### src/rtl/regfile_writeback_pkg.sv
// regfile_writeback_pkg: shared widths and the queued write-back entry type
package regfile_writeback_pkg;
    localparam int XLEN       = 32;
    localparam int REG_ADDR_W = 5;
    localparam int NUM_REGS   = 32;
    typedef struct packed {
        logic [REG_ADDR_W-1:0] rd;
        logic [XLEN-1:0]       data;
    } wb_entry_t;
endpackage

### src/rtl/regfile_writeback_fifo.sv
// wb_fifo: in-order queue with two write ports (port 0 ahead of port 1) and one read port
module wb_fifo
    import regfile_writeback_pkg::*;
#(
    parameter int DEPTH = 4,
    localparam int AW = $clog2(DEPTH),
    localparam int CW = AW + 1
) (
    input  logic                                 i_clk,
    input  logic                                 i_reset,
    input  logic                                 i_push0,
    input  wb_entry_t                            i_entry0,
    input  logic                                 i_push1,
    input  wb_entry_t                            i_entry1,
    input  logic                                 i_pop,
    output wb_entry_t                            o_head,
    output logic [CW-1:0]                        o_count,
    output logic [DEPTH-1:0]                     o_valid,
    output logic [DEPTH-1:0][REG_ADDR_W-1:0]     o_rd
);
    wb_entry_t      r_mem [DEPTH];
    logic [AW-1:0]  r_wr_ptr;
    logic [AW-1:0]  r_rd_ptr;
    logic [CW-1:0]  r_count;
    logic [AW-1:0]  w_wr_ptr1;
    wb_entry_t      w_first;
    assign w_wr_ptr1 = r_wr_ptr + AW'(1);
    // A lone push always lands at the write pointer, whichever port it came from
    assign w_first   = i_push0 ? i_entry0 : i_entry1;
    always_ff @(posedge i_clk) begin
        if (i_push0 || i_push1) r_mem[r_wr_ptr] <= w_first;
        if (i_push0 && i_push1) r_mem[w_wr_ptr1] <= i_entry1;
    end
    always_ff @(posedge i_clk) begin
        if (i_reset) begin
            r_wr_ptr <= '0;
            r_rd_ptr <= '0;
            r_count  <= '0;
        end else begin
            r_wr_ptr <= r_wr_ptr + AW'(i_push0) + AW'(i_push1);
            r_rd_ptr <= r_rd_ptr + AW'(i_pop);
            r_count  <= r_count + CW'(i_push0) + CW'(i_push1) - CW'(i_pop);
        end
    end
    assign o_head  = r_mem[r_rd_ptr];
    assign o_count = r_count;
    for (genvar i = 0; i < DEPTH; i++) begin : g_ent
        logic [AW-1:0] w_off;
        assign w_off      = AW'(i) - r_rd_ptr;
        assign o_valid[i] = {1'b0, w_off} < r_count;
        assign o_rd[i]    = r_mem[i].rd;
    end
endmodule

### src/rtl/regfile_writeback.sv
// regfile_writeback: queues ALU/load results and drives one register-file write per cycle
module regfile_writeback
    import regfile_writeback_pkg::*;
#(
    parameter int DEPTH = 4
) (
    input  logic                    i_clk,
    input  logic                    i_reset,
    input  logic                    i_mem_valid,
    input  logic [REG_ADDR_W-1:0]   i_mem_rd,
    input  logic [XLEN-1:0]         i_mem_data,
    output logic                    o_mem_ready,
    input  logic                    i_alu_valid,
    input  logic [REG_ADDR_W-1:0]   i_alu_rd,
    input  logic [XLEN-1:0]         i_alu_data,
    output logic                    o_alu_ready,
    output logic                    o_write_enable,
    output logic [REG_ADDR_W-1:0]   o_rd,
    output logic [XLEN-1:0]         o_write_data,
    output logic [NUM_REGS-1:0]     o_pending
);
    localparam int CW = $clog2(DEPTH) + 1;
    logic [CW-1:0]                      w_count;
    logic [CW-1:0]                      w_free;
    wb_entry_t                          w_head;
    logic [DEPTH-1:0]                   w_valid;
    logic [DEPTH-1:0][REG_ADDR_W-1:0]   w_rd;
    logic                               w_mem_push;
    logic                               w_alu_push;
    logic                               w_pop;
    // Credit uses the pre-pop count; a load in flight reserves a slot ahead of the ALU
    assign w_free      = CW'(DEPTH) - w_count;
    assign o_mem_ready = !i_reset && w_free >= CW'(1);
    assign o_alu_ready = !i_reset && w_free >= (i_mem_valid ? CW'(2) : CW'(1));
    assign w_mem_push  = i_mem_valid && o_mem_ready && i_mem_rd != '0;
    assign w_alu_push  = i_alu_valid && o_alu_ready && i_alu_rd != '0;
    assign w_pop       = !i_reset && w_count != '0;
    wb_fifo #(.DEPTH(DEPTH)) u_fifo (
        .i_clk    (i_clk),
        .i_reset  (i_reset),
        .i_push0  (w_mem_push),
        .i_entry0 ('{rd: i_mem_rd, data: i_mem_data}),
        .i_push1  (w_alu_push),
        .i_entry1 ('{rd: i_alu_rd, data: i_alu_data}),
        .i_pop    (w_pop),
        .o_head   (w_head),
        .o_count  (w_count),
        .o_valid  (w_valid),
        .o_rd     (w_rd)
    );
    assign o_write_enable = w_pop;
    assign o_rd           = w_pop ? w_head.rd : '0;
    assign o_write_data   = w_pop ? w_head.data : '0;
    always_comb begin
        o_pending = '0;
        for (int i = 0; i < DEPTH; i++)
            if (w_valid[i] && !i_reset) o_pending[w_rd[i]] = 1'b1;
        o_pending[0] = 1'b0;
    end
endmodule

### config.mk
export PLATFORM = sky130hd
export DESIGN_NAME = regfile_writeback
export DESIGN_NICKNAME = d
export VERILOG_FILES = /design/src/rtl/regfile_writeback_pkg.sv /design/src/rtl/regfile_writeback_fifo.sv /design/src/rtl/regfile_writeback.sv
export SDC_FILE = /design/constraint.sdc
export NUM_CORES = 1
export LEC_CHECK = 0
export BUFFER_PORTS_ARGS = -buffer_cell sky130_fd_sc_hd__buf_2
export CORE_ASPECT_RATIO = 1.25
export CORE_MARGIN = 2
export CORE_UTILIZATION = 50
export CTS_CLUSTER_SIZE = 14
export DETAILED_ROUTE_END_ITERATION = 6
export PLACE_DENSITY = 0.81
export SKIP_LAST_GASP = 1
export SYNTH_ARGS = -nofsm -noshare
export SYNTH_HDL_FRONTEND = slang
export SYNTH_HIERARCHICAL = 1
export SYNTH_SLANG_ARGS = --single-unit
### constraint.sdc
create_clock -name i_clk -period 15.9 [get_ports i_clk]
set_input_delay 0 -clock i_clk [delete_from_list [all_inputs] [get_ports i_clk]]
set_output_delay 0 -clock i_clk [all_outputs]
set_load 0.005 [all_outputs]
== Word level (Yosys, flattened, before mapping) ==
Memory sizes are Yosys's and may differ from the RTL's. A register that Yosys moved wholly into a read port is not among the register bits.
Index checks and enable logic that the tools add are counted.
Widths: inputs -> output; s select.
Cells by class
  add/subtract/negate cells: 12
  magnitude comparators: 14
  reduce and logical (&&, ||, !) cells: 21
  bitwise operators: 3
  multiplexer cells: 21
Operators with widths (number)
  $mux 32: 5
  $or 32x32->32: 3
  $mux 37: 1
  $lt 5x6->1 const B: 4
  $demux 1 s5: 4
  $ge 5x1->1 const B: 4
  $logic_and 1x1->1: 16
  $lt 2x3->1: 4
  $reduce_bool 5->1: 2
  $mux 1: 8
  $add 2x1->2: 3
  $add 3x1->3: 2
  $mux 5: 1
  $mux 2: 2
  $sub 1x2->2 const A: 2
  $sub 2x2->2 const A: 2
  $ge 3x1->1 const B: 1
  $ge 3x2->1: 1
  $reduce_bool 3->1: 1
  $sub 3x1->3: 1
  $sub 3x3->3 const A: 1
  $add 2x1->2 const B: 1
  $logic_not 1->1: 1
  $logic_or 1x1->1: 1
Storage, ports and cells
  word-level logic and storage cells: 75
  input port bits: 78
  register bits after elaboration: 7
  memory bits (writable): 148
  memories: 1
Memories
  u_fifo.r_mem: depth 4, bits a word 37, read ports 5, clocked after Yosys merged registers in 1, wr ports 2, RTL line regfile_writeback_fifo.sv:21  | wb_entry_t r_mem [DEPTH];

== Logic depth before layout (Yosys ltp) ==
Gate-level depths: netlist of run 1.
An unclocked memory read counts as a cell.
  word-level depth: 12
  mapped depth: 12
  mapped depth without buffers: 12

== Cells and area by module ==
The synthesis of run 1 kept the hierarchy.
By module, submodules not included
  wb_fifo: cells each 497, seq. area each 4584.4 um^2, area an instance 7759.9 um^2, times used 1
  regfile_writeback: cells each 219, seq. area each 0.0 um^2, area an instance 1589.0 um^2, times used 1

== Worst setup path after synthesis of run 1 ==
Ideal clock, no wire load.
  kind: reg-to-reg
  start point: reg u_fifo.r_count[0], in the netlist u_fifo/o_count[0]
  end point: mem u_fifo/r_mem[3][0] (netlist bit), enable pin
  library setup time: 0.488 ns
  path buffers: 2
  path slack: 10.568 ns
  required time: 15.412 ns
  data arrival time: 4.845 ns
  cell stages (with the launch flop): 11
  clock period less this slack: 5.332 ns
  cell sequence: dfxtp_1 inv_1 ha_1 ha_1 nor4b_1 nor2_1 o311a_1 buf_2 buf_2 o21ai_0 a21boi_0
RTL lines
  start: declaration: RTL line regfile_writeback_fifo.sv:24  | logic [CW-1:0] r_count;
  start signal: assignment: RTL line regfile_writeback_fifo.sv:42  | r_count <= r_count + CW'(i_push0) + CW'(i_push1) - CW'(i_pop);
  end: declaration: RTL line regfile_writeback_fifo.sv:21

==> flow_summary.json, run 1 <==
{
  "ant_nets": 0,
  "cpMaxStageDelayCell": "and3b_2",
  "cts_hold_buf": 53,
  "crit_chain": "inv_1 -> ha_1 -> ha_1 -> o21ai_0 -> a311oi_1 -> and3b_2 -> nand2b_2 -> o2bb2ai_1 -> dlygate4sd3_1",
  "die_h_um": 157,
  "die_x_um": 126,
  "cts.path.max_buffers": 2,
  "ys_types": 61,
  "setup-tns-final_ps": 0,
  "status": "completed",
  "criticalPathCategory": "reg2reg",
  "overflow": 0,
  "multiInputGateArea_um2": 4250,
  "start_util_pct": 51.3,
  "skew_ps": 11.6,
  "path_clk_slew_ps": 70,
  "tightest_slew_ps": 1210,
  "fin_crit_sh_pct": 31.5,
  "yosysMostFrequentCell": "edfxtp_1",
  "async_reset_ff_share_pct": 0,
  "finalSetupViolations": 0,
  "synth_seq_area_share_pct": 49.0,
  "grt_pass1_wl_um": 40700,
  "htree_levels": 4,
  "gr-max-usage-layer": "met2",
  "min_period_ps": 5000,
  "slew_viol_final": 0,
  "rsz0062_at_grt": "false",
  "syn_to_final_growth_pct": 18.8,
  "first_iter_violations": 787,
  "wl_per_cell_um": 24.2,
  "cap_violations": 0,
  "syn-instance-count": 716,
  "holdWs_ps": 10.6,
  "cts_sinks": 155,
  "grtUsageTotal_pct": 26.6,
  "pwr-share-comb_pct": 35.2,
  "synthesis.nets": 808,
  "globalRouteMet1Util_pct": 32.4,
  "crit_fanout": 39,
  "fmax_mhz": 200,
  "crit_family": "simple AND/OR/NAND/NOR gates",
  "p_total_mw": 1.63,
  "path_buf_inv": 2,
  "cp-start-kind": "register",
  "antenna_found_initial": 1,
  "viasPerCell": 6.73,
  "worst_ir_drop_vdd_uv": 109,
  "cpPeakStageDelay_ps": 950,
  "synth_edf_count": 148,
  "routabilityCongestion": 0.945,
  "synth_area_leader_cell": "edfxtp_1",
  "cp.required_ps": 16190,
  "n_fill_cell": 1329,
  "yosys-top-cells-count": "edfxtp_1, o2bb2ai_1, nand2_1, and2_1, mux4_2",
  "io_buffers": 148,
  "sequentialPowerShare_pct": 39.0,
  "ys_warn_count": 6,
  "ys_seq_elements": 155,
  "clkPwrFrac_pct": 25.8,
  "fp-row-count": 55,
  "vias": 7387,
  "wl_um": 26500,
  "path_common_cell": "ha_1",
  "cts_tree": "yes",
  "hp-class": "in2reg",
  "clk_latency_ps": 430,
  "internal-power_mw": 1.09,
  "dp_hpwl_um": 15500,
  "max-slew-margin-rel_pct": 19.3,
  "grt_max_degree": 47,
  "cts_setup_buffers": 0,
  "cts_root_buffer": "clkbuf_16",
  "worstPathArrival_ps": 5290,
  "drc_errors": 0,
  "num-nets-final": 948,
  "synth_area_um2": 9350,
  "endpoint_kind": "register",
  "p_switching_mw": 0.540,
  "cts_resized": 0,
  "dr.pass1.iters": 5,
  "ys.flop_type": "edfxtp_1",
  "core_um2": 18200,
  "power.density_nw_per_um2": 147,
  "synth.avg_cell_area_um2": 13.1,
  "synth.top_cell.area_share_pct": 47.5,
  "grt_pass1_vias": 7419,
  "sw_frac_of_total_pct": 33.2,
  "use_met2_pct": 46.4,
  "hold_violations": 0,
  "synth.area.top_cells": "edfxtp_1, o2bb2ai_1, mux4_2",
  "ioPinCount": 150,
  "cts_buffers": 17,
  "use_met3_pct": 5.50,
  "p_leak_nw": 3.91,
  "drive_gt1_share_pct": 30.3,
  "regArea_um2": 4590,
  "die-area_um2": 19800
}
## registers in the layout, summed over array words and instances, names as in the netlist
register	count
u_fifo/r_mem	148
u_fifo/o_count	3
u_fifo/r_wr_ptr	2
u_fifo/r_rd_ptr	2
## area by class of cell
class / instances / area share, %
Inverter: 12 / 0.406
Antenna cell: 1 / 0.0225
Sequential cell: 155 / 41.3
Clock buffer: 21 / 3.97
Tap cell: 228 / 2.57
Timing Repair Buffer: 208 / 11.9
Multi-Input combinational cell: 462 / 38.3
Clock inverter: 11 / 1.52
## path summary, 6_finish.rpt
path,slack [ps],depth (start not counted),end,start
max reg2reg,10900,9,u_fifo/r_mem[3][11]$_DFFE_PP_,u_fifo/o_count[0]$_SDFF_PP0_
min,10,3,u_fifo/r_mem[0][10]$_DFFE_PP_,i_mem_data[10]
max,10900,9,u_fifo/r_mem[3][11]$_DFFE_PP_,u_fifo/o_count[0]$_SDFF_PP0_
min reg2reg,700,3,u_fifo/o_count[2]$_SDFF_PP0_,u_fifo/o_count[1]$_SDFF_PP0_
## kinds of logic (layout without fill, tap and decap cells)
group	Yosys count	in the layout	synth area share, %
adders and majority gates	14	14	2.11
xor gates and xnor gates	5	5	0.468
DFF	155	155	49.0
and+or+nand+nor	178	178	12.0
muxes	37	37	8.91
AOI/OAI and AO/OA	227	227	21.3
buffers and inverters	99	252	6.13
other	1	2	0.0401
## tightest hold or removal path, cell delays in order
cell	delay, ps
buf_2	80
nand2_1	100
o2bb2ai_1	150
## through the flow
step	cells	instance area [µm²]	utilization, %	setup slack (ps)
after floorplan	716	9350	-	10570
after global placement	1012	9960	54.6	11310
after detailed placement	1012	9960	54.6	11260
after CTS	1097	11100	60.9	11050
after global routing	1097	11100	60.9	10630
final	1098	11100	60.9	10900
## power by group through the flow
stage / combinational [mW] / sequential [mW] / clock, mW
2_1_floorplan: 0.434 / 0.590 / 0
3_5_place_dp: 0.539 / 0.641 / 0
3_3_place_gp: 0.528 / 0.637 / 0
6_report: 0.572 / 0.635 / 0.420
5_1_grt: 0.610 / 0.645 / 0.439
4_1_cts: 0.562 / 0.635 / 0.421
## layout by cell type (no fill, tap or decap), types with 12 or more instances in the layout
cell type	n
buf_2	148
dlygate4sd3_1	53
nand2_1	49
o221ai_1	23
clkbuf_16	17
and2_1	37
inv_1	12
o2bb2ai_1	138
mux4_2	37
edfxtp_1	148
a22oi_1	21
## per-layer routing
metal	vias to the layer above	share of wire, %
li1	3209	-
met1	3602	37
met2	504	52
met3	72	8.8
met4	0	2.9
met5	-	0
Note: power is estimated with default switching activity, not from simulation.
==> run 2: changes to the inputs <==
--- a/config.mk
+++ b/config.mk
@@ -11,7 +11,7 @@
 export CORE_UTILIZATION = 50
 export CTS_CLUSTER_SIZE = 14
 export DETAILED_ROUTE_END_ITERATION = 6
-export PLACE_DENSITY = 0.81
+export PLACE_DENSITY = 0.84
 export SKIP_LAST_GASP = 1
 export SYNTH_ARGS = -nofsm -noshare
 export SYNTH_HDL_FRONTEND = slang
==> constraint.sdc (replaced) <==
create_clock -name i_clk -period 4.6 [get_ports i_clk]
set_input_delay 0 -clock i_clk [delete_from_list [all_inputs] [get_ports i_clk]]
set_output_delay 0 -clock i_clk [all_outputs]
set_load 0.005 [all_outputs]
==> run 2 against run 1 <==
The flow now finishes with violations (negative hold slack); sequential cell count is the same; final area grew 0.81%; maximum frequency rose by 24%; non-clock buffer count is 10 higher; clock skew down 0.92 ps; clock-buffer cell count decreased by 4; die area is the same; largest cell class unchanged.
==> flow_summary.json, run 2 (same netlist as run 1, synthesis figures left out) <==
{
  "p_leak_nw": 3.97,
  "ioPinCount": 150,
  "die_h_um": 157,
  "grt_max_degree": 40,
  "regMostFlops": "u_fifo/r_mem",
  "clkPwrFrac_pct": 24.3,
  "hp-class": "in2reg",
  "hold_violations": 1,
  "cts_resized": 0,
  "min_period_ps": 4030,
  "cp-start-kind": "register",
  "worstHoldStart": "i_mem_data[21]",
  "criticalPathCategory": "reg2reg",
  "worstPathArrival_ps": 4200,
  "finalSetupViolations": 0,
  "io_buffers": 148,
  "routabilityCongestion": 0.897,
  "htree_levels": 4,
  "grtUsageTotal_pct": 26.6,
  "path_clk_slew_ps": 60,
  "skew_ps": 10.7,
  "ant_nets": 0,
  "p_switching_mw": 1.89,
  "antenna_found_initial": 0,
  "cts_tree": "yes",
  "start_util_pct": 51.3,
  "r2r-end": "u_fifo/r_mem[0][21]$_DFFE_PP_",
  "r2r_setup_slack_ps": 570,
  "num_antenna_cells": 0,
  "violations": "negative hold slack",
  "worstHoldEndpoint": "u_fifo/r_mem[2][21]$_DFFE_PP_",
  "die-area_um2": 19800,
  "core_um2": 18200,
  "grt_pass1_wl_um": 40800,
  "fin_ws_ps": 574,
  "dp_hpwl_um": 16500,
  "n_fill_cell": 1291,
  "endpoint_kind": "register",
  "cts_hold_buf": 51,
  "overflow": 0,
  "dr.pass1.iters": 6,
  "worst_ir_drop_vdd_uv": 395,
  "multiInputGateArea_um2": 4250,
  "cts_setup_buffers": 0,
  "cp.required_ps": 4770,
  "cts_root_buffer": "clkbuf_16",
  "cts_sinks": 155,
  "layout_common_cells": "buf_2, edfxtp_1, o2bb2ai_1, dlygate4sd3_1, nand2_1",
  "syn_to_final_growth_pct": 19.7,
  "drive_gt1_share_pct": 31.4,
  "slew_viol_final": 0,
  "hold_depth": 3,
  "pwr-share-comb_pct": 37.2,
  "vias": 7441,
  "cts.path.max_buffers": 2,
  "tightest_slew_ps": 852,
  "dp_slack_ps": 1010,
  "drc_errors": 0,
  "largest_register_ffs": 148,
  "wl_um": 26300,
  "setup-tns-final_ps": 0,
  "rsz0062_at_grt": "false",
  "power.density_nw_per_um2": 499,
  "sw_frac_of_total_pct": 33.9,
  "max-slew-margin-rel_pct": 43.2,
  "first_iter_violations": 992,
  "status": "complete, but fails checks",
  "regArea_um2": 4590,
  "fin_crit_sh_pct": 87.5,
  "cts_buffers": 17,
  "internal-power_mw": 3.70,
  "wl_per_cell_um": 23.8,
  "holdWs_ps": -0.0751,
  "cap_violations": 0,
  "crit_fanout": 27,
  "grt_pass1_vias": 7482,
  "fp-row-count": 55,
  "rr_worst_depth": 10,
  "fmax_mhz": 248,
  "die_x_um": 126,
  "r2r_start": "u_fifo/o_count[0]$_SDFF_PP0_",
  "clk_latency_ps": 430,
  "num-nets-final": 958,
  "viasPerCell": 6.73,
  "sequentialPowerShare_pct": 38.5
}
==> run 2: changes by cell type in the layout (fill, tap and decap cells not counted), sizes merged <==
| cell | before | now |
|---|---|---|
| clkbuf | 21 | 17 |
| bufinv | 4 | 2 |
| buf | 155 | 167 |
| clkinvlp | 3 | 2 |
| dlygate4sd3 | 53 | 51 |
| clkinv | 3 | 9 |
| diode | 1 | 0 |
==> run 2: worst max-delay path: stages, from the launching register on <==
cell and delay, ps:
dfxtp_1 470, inv_1 110, ha_1 220, ha_1 310, nor4b_1 150, nor2_1 120
o311a_2 650, nand2_1 540, buf_4 420, o2bb2ai_1 170, dlygate4sd3_1 600
==> run 2: worst max-delay path by stage <==
stage	start	to	slack (ps)	cells past startpoint
after global routing	u_fifo/o_count[0]$_SDFF_PP0_	u_fifo/r_mem[3][13]$_DFFE_PP_	430	11
after global placement	u_fifo/o_count[0]$_SDFF_PP0_	u_fifo/r_mem[1][10]$_DFFE_PP_	1140	9
after detailed placement	u_fifo/o_count[0]$_SDFF_PP0_	u_fifo/r_mem[1][12]$_DFFE_PP_	1010	9
after floorplan	u_fifo/o_count[0]$_SDFF_PP0_	u_fifo/r_mem[1][0]$_DFFE_PP_	190	10
final	u_fifo/o_count[0]$_SDFF_PP0_	u_fifo/r_mem[0][21]$_DFFE_PP_	570	10
after CTS	u_fifo/o_count[0]$_SDFF_PP0_	u_fifo/r_mem[0][14]$_DFFE_PP_	700	10
==> run 2: area by class of cell <==
type / instances / share of cell area, %
clock buffers: 17 / 3.80
clock inverters: 14 / 1.33
inverters: 12 / 0.402
multi-input cells: 462 / 37.9
flip-flops and latches: 155 / 41.0
well taps: 228 / 2.55
repair buffers: 218 / 13.0
==> run 2: power groups by stage <==
stage          combinational, mW  clock [mW]  sequential, mW
2_1_floorplan               1.50           0            2.04
3_3_place_gp                1.92           0            2.15
3_5_place_dp                1.98           0            2.17
4_1_cts                     2.05        1.36            2.14
5_1_grt                     2.23        1.41            2.18
6_report                    2.08        1.36            2.15
==> run 2: per-layer routing <==
layer | track usage, % | part of all wire, % | up-vias
met5 | 0 | 0 | -
met4 | 11.1 | 3.4 | 0
met3 | 5.37 | 10 | 75
met2 | 46.7 | 52 | 526
met1 | 31.8 | 35 | 3628
li1 | - | - | 3212
==> run 2: per-stage QoR <==
step	std cells	utilization [%]	power (mW)	hold WS [ps]	area [µm²]
final	1106	61.4	5.59	-0.0751	11200
after global routing	1106	61.4	5.83	15.6	11200
after CTS	1106	61.4	5.55	0.198	11200
after detailed placement	1024	55.4	4.15	330	10100
after global placement	1024	55.4	4.08	324	10100
after floorplan	716	-	3.54	71.6	9350
==> run 3: changes to the inputs <==
==> constraint.sdc (replaced) <==
create_clock -name i_clk -period 4.6 [get_ports i_clk]
set_input_delay 0.46 -clock i_clk [delete_from_list [all_inputs] [get_ports i_clk]]
set_output_delay 0.46 -clock i_clk [all_outputs]
set_load 0.005 [all_outputs]
==> run 3 against run 2 <==
The flow now finishes without violations; routed wire length fell by 4.0%; critical path depth fell by 1; first-iteration DRC count is 16% lower; utilization is 2.9 points lower; via count shrank 3.1%; clock skew fell by 4.5 ps; clock-buffer cell count is 1 higher; hold slack gained 360 ps; global-route usage shrank 0.99 points; setup slack better by 330 ps; highest routed layer unchanged; clock power down 4%; largest cell class unchanged.
==> flow_summary.json, run 3 (same netlist as run 1, synthesis figures left out) <==
{
  "num-nets-final": 908,
  "placed_area_um2": 10100,
  "start_util_pct": 51.3,
  "cts_root_buffer": "clkbuf_16",
  "cts_resized": 0,
  "ioPinCount": 150,
  "regArea_um2": 4590,
  "cts_hold_buf": 0,
  "status": "completed",
  "fin_crit_sh_pct": 80.3,
  "crit_fanout": 32,
  "fin_ws_ps": 906,
  "holdWs_ps": 359,
  "overflow": 0,
  "fin_area_um2": 10700,
  "worstHoldEndpoint": "u_fifo/r_mem[2][11]$_DFFE_PP_",
  "min_period_ps": 3690,
  "globalRouteMet1Util_pct": 32.2,
  "grt_pass1_vias": 6992,
  "cts_sinks": 155,
  "r2r-end": "u_fifo/r_mem[1][8]$_DFFE_PP_",
  "antenna_found_initial": 1,
  "largest_register_ffs": 148,
  "clkPwrFrac_pct": 24.0,
  "n_fill_cell": 1393,
  "sequentialPowerShare_pct": 39.1,
  "cts.path.max_buffers": 2,
  "p_total_mw": 5.48,
  "skew_ps": 6.20,
  "criticalPathCategory": "reg2reg",
  "internal-power_mw": 3.60,
  "htree_levels": 4,
  "drc_errors": 0,
  "wl_per_cell_um": 23.9,
  "fin_util_pct": 58.5,
  "worstPathArrival_ps": 3750,
  "use_met2_pct": 43.7,
  "grt_max_degree": 40,
  "grtUsageTotal_pct": 25.6,
  "r2r_start": "u_fifo/o_count[0]$_SDFF_PP0_",
  "routabilityCongestion": 0.928,
  "hold_depth": 2,
  "die-area_um2": 19800,
  "dp_slack_ps": 1040,
  "syn_to_final_growth_pct": 14.2,
  "finalSetupViolations": 0,
  "dp_hpwl_um": 16600,
  "endpoint_kind": "register",
  "max-slew-margin-rel_pct": 41.2,
  "hold_violations": 0,
  "viasPerCell": 6.81,
  "use_met3_pct": 5.20,
  "gr-max-usage-layer": "met2",
  "layout_common_cells": "buf_2, edfxtp_1, o2bb2ai_1, nand2_1",
  "rsz0062_at_grt": "false",
  "p_switching_mw": 1.88,
  "cp.required_ps": 4660,
  "die_x_um": 126,
  "vias": 7214,
  "tightest_slew_ps": 882,
  "power.density_nw_per_um2": 513,
  "p_leak_nw": 3.74,
  "r2r_setup_slack_ps": 910,
  "slew_viol_final": 0,
  "dp_cells": 1025,
  "die_h_um": 157,
  "pwr-share-comb_pct": 36.9,
  "path_clk_slew_ps": 70,
  "multiInputGateArea_um2": 4250,
  "fp-row-count": 55,
  "fmax_mhz": 271,
  "worstHoldStart": "i_alu_data[11]",
  "clk_latency_ps": 430,
  "ant_nets": 0,
  "cts_setup_buffers": 0,
  "regMostFlops": "u_fifo/r_mem",
  "first_iter_violations": 830,
  "cp-start-kind": "register",
  "setup-tns-final_ps": 0,
  "dr.pass1.iters": 6,
  "worst_ir_drop_vdd_uv": 373,
  "io_buffers": 148,
  "rr_worst_depth": 9,
  "wl_um": 25300,
  "cts_tree": "yes",
  "hp-class": "in2reg",
  "grt_pass1_wl_um": 39100,
  "core_um2": 18200,
  "sw_frac_of_total_pct": 34.2,
  "cap_violations": 0,
  "stdcell_count": 1059,
  "cts_buffers": 17,
  "drive_gt1_share_pct": 33.4
}
run 3: how the worst max path moves through the flow:
stage | startpoint | to | slack, ps | depth (start not counted)
floorplan | u_fifo/o_count[0]$_SDFF_PP0_ | u_fifo/r_mem[1][0]$_DFFE_PP_ | 190 | 10
global placement | u_fifo/o_count[0]$_SDFF_PP0_ | u_fifo/r_mem[1][4]$_DFFE_PP_ | 1160 | 9
detailed placement | u_fifo/o_count[0]$_SDFF_PP0_ | u_fifo/r_mem[1][11]$_DFFE_PP_ | 1040 | 9
CTS | u_fifo/o_count[0]$_SDFF_PP0_ | u_fifo/r_mem[1][8]$_DFFE_PP_ | 950 | 9
global route | u_fifo/o_count[0]$_SDFF_PP0_ | u_fifo/r_mem[1][3]$_DFFE_PP_ | 730 | 9
finish | u_fifo/o_count[0]$_SDFF_PP0_ | u_fifo/r_mem[1][8]$_DFFE_PP_ | 910 | 9
run 3: metal layers:
metal  part of all wire, %  up-vias
met5                     0        -
met4                   2.7        0
met3                   9.3       57
met2                    51      502
met1                    37     3535
li1                      -     3120
run 3: layout make-up:
cell class | count | area share [%]
antenna | 2 | 0.0469
clock buffer | 18 | 4.02
clock inverter | 14 | 1.15
inverter | 12 | 0.422
multi-input combinational | 462 | 39.8
sequential | 155 | 43.0
tap | 228 | 2.67
timing repair buffer | 168 | 8.93
run 3: worst max-delay path, cell delays in order, from the launching register on:
cell     delay [ps]
dfxtp_1         470
inv_1           120
ha_1            230
ha_1            300
nor4b_1         150
nor2_1          170
o311a_2         630
o21ai_0         440
a21oi_4         330
buf_4           480
run 3: power by group through the flow:
| stage | clock network (mW) | registers (mW) | logic [mW] |
|---|---|---|---|
| after CTS | 1.31 | 2.14 | 2.01 |
| final | 1.31 | 2.14 | 2.02 |
| after detailed placement | 0 | 2.17 | 1.99 |
| after floorplan | 0 | 2.04 | 1.50 |
| after global placement | 0 | 2.15 | 1.94 |
| after global routing | 1.37 | 2.18 | 2.17 |
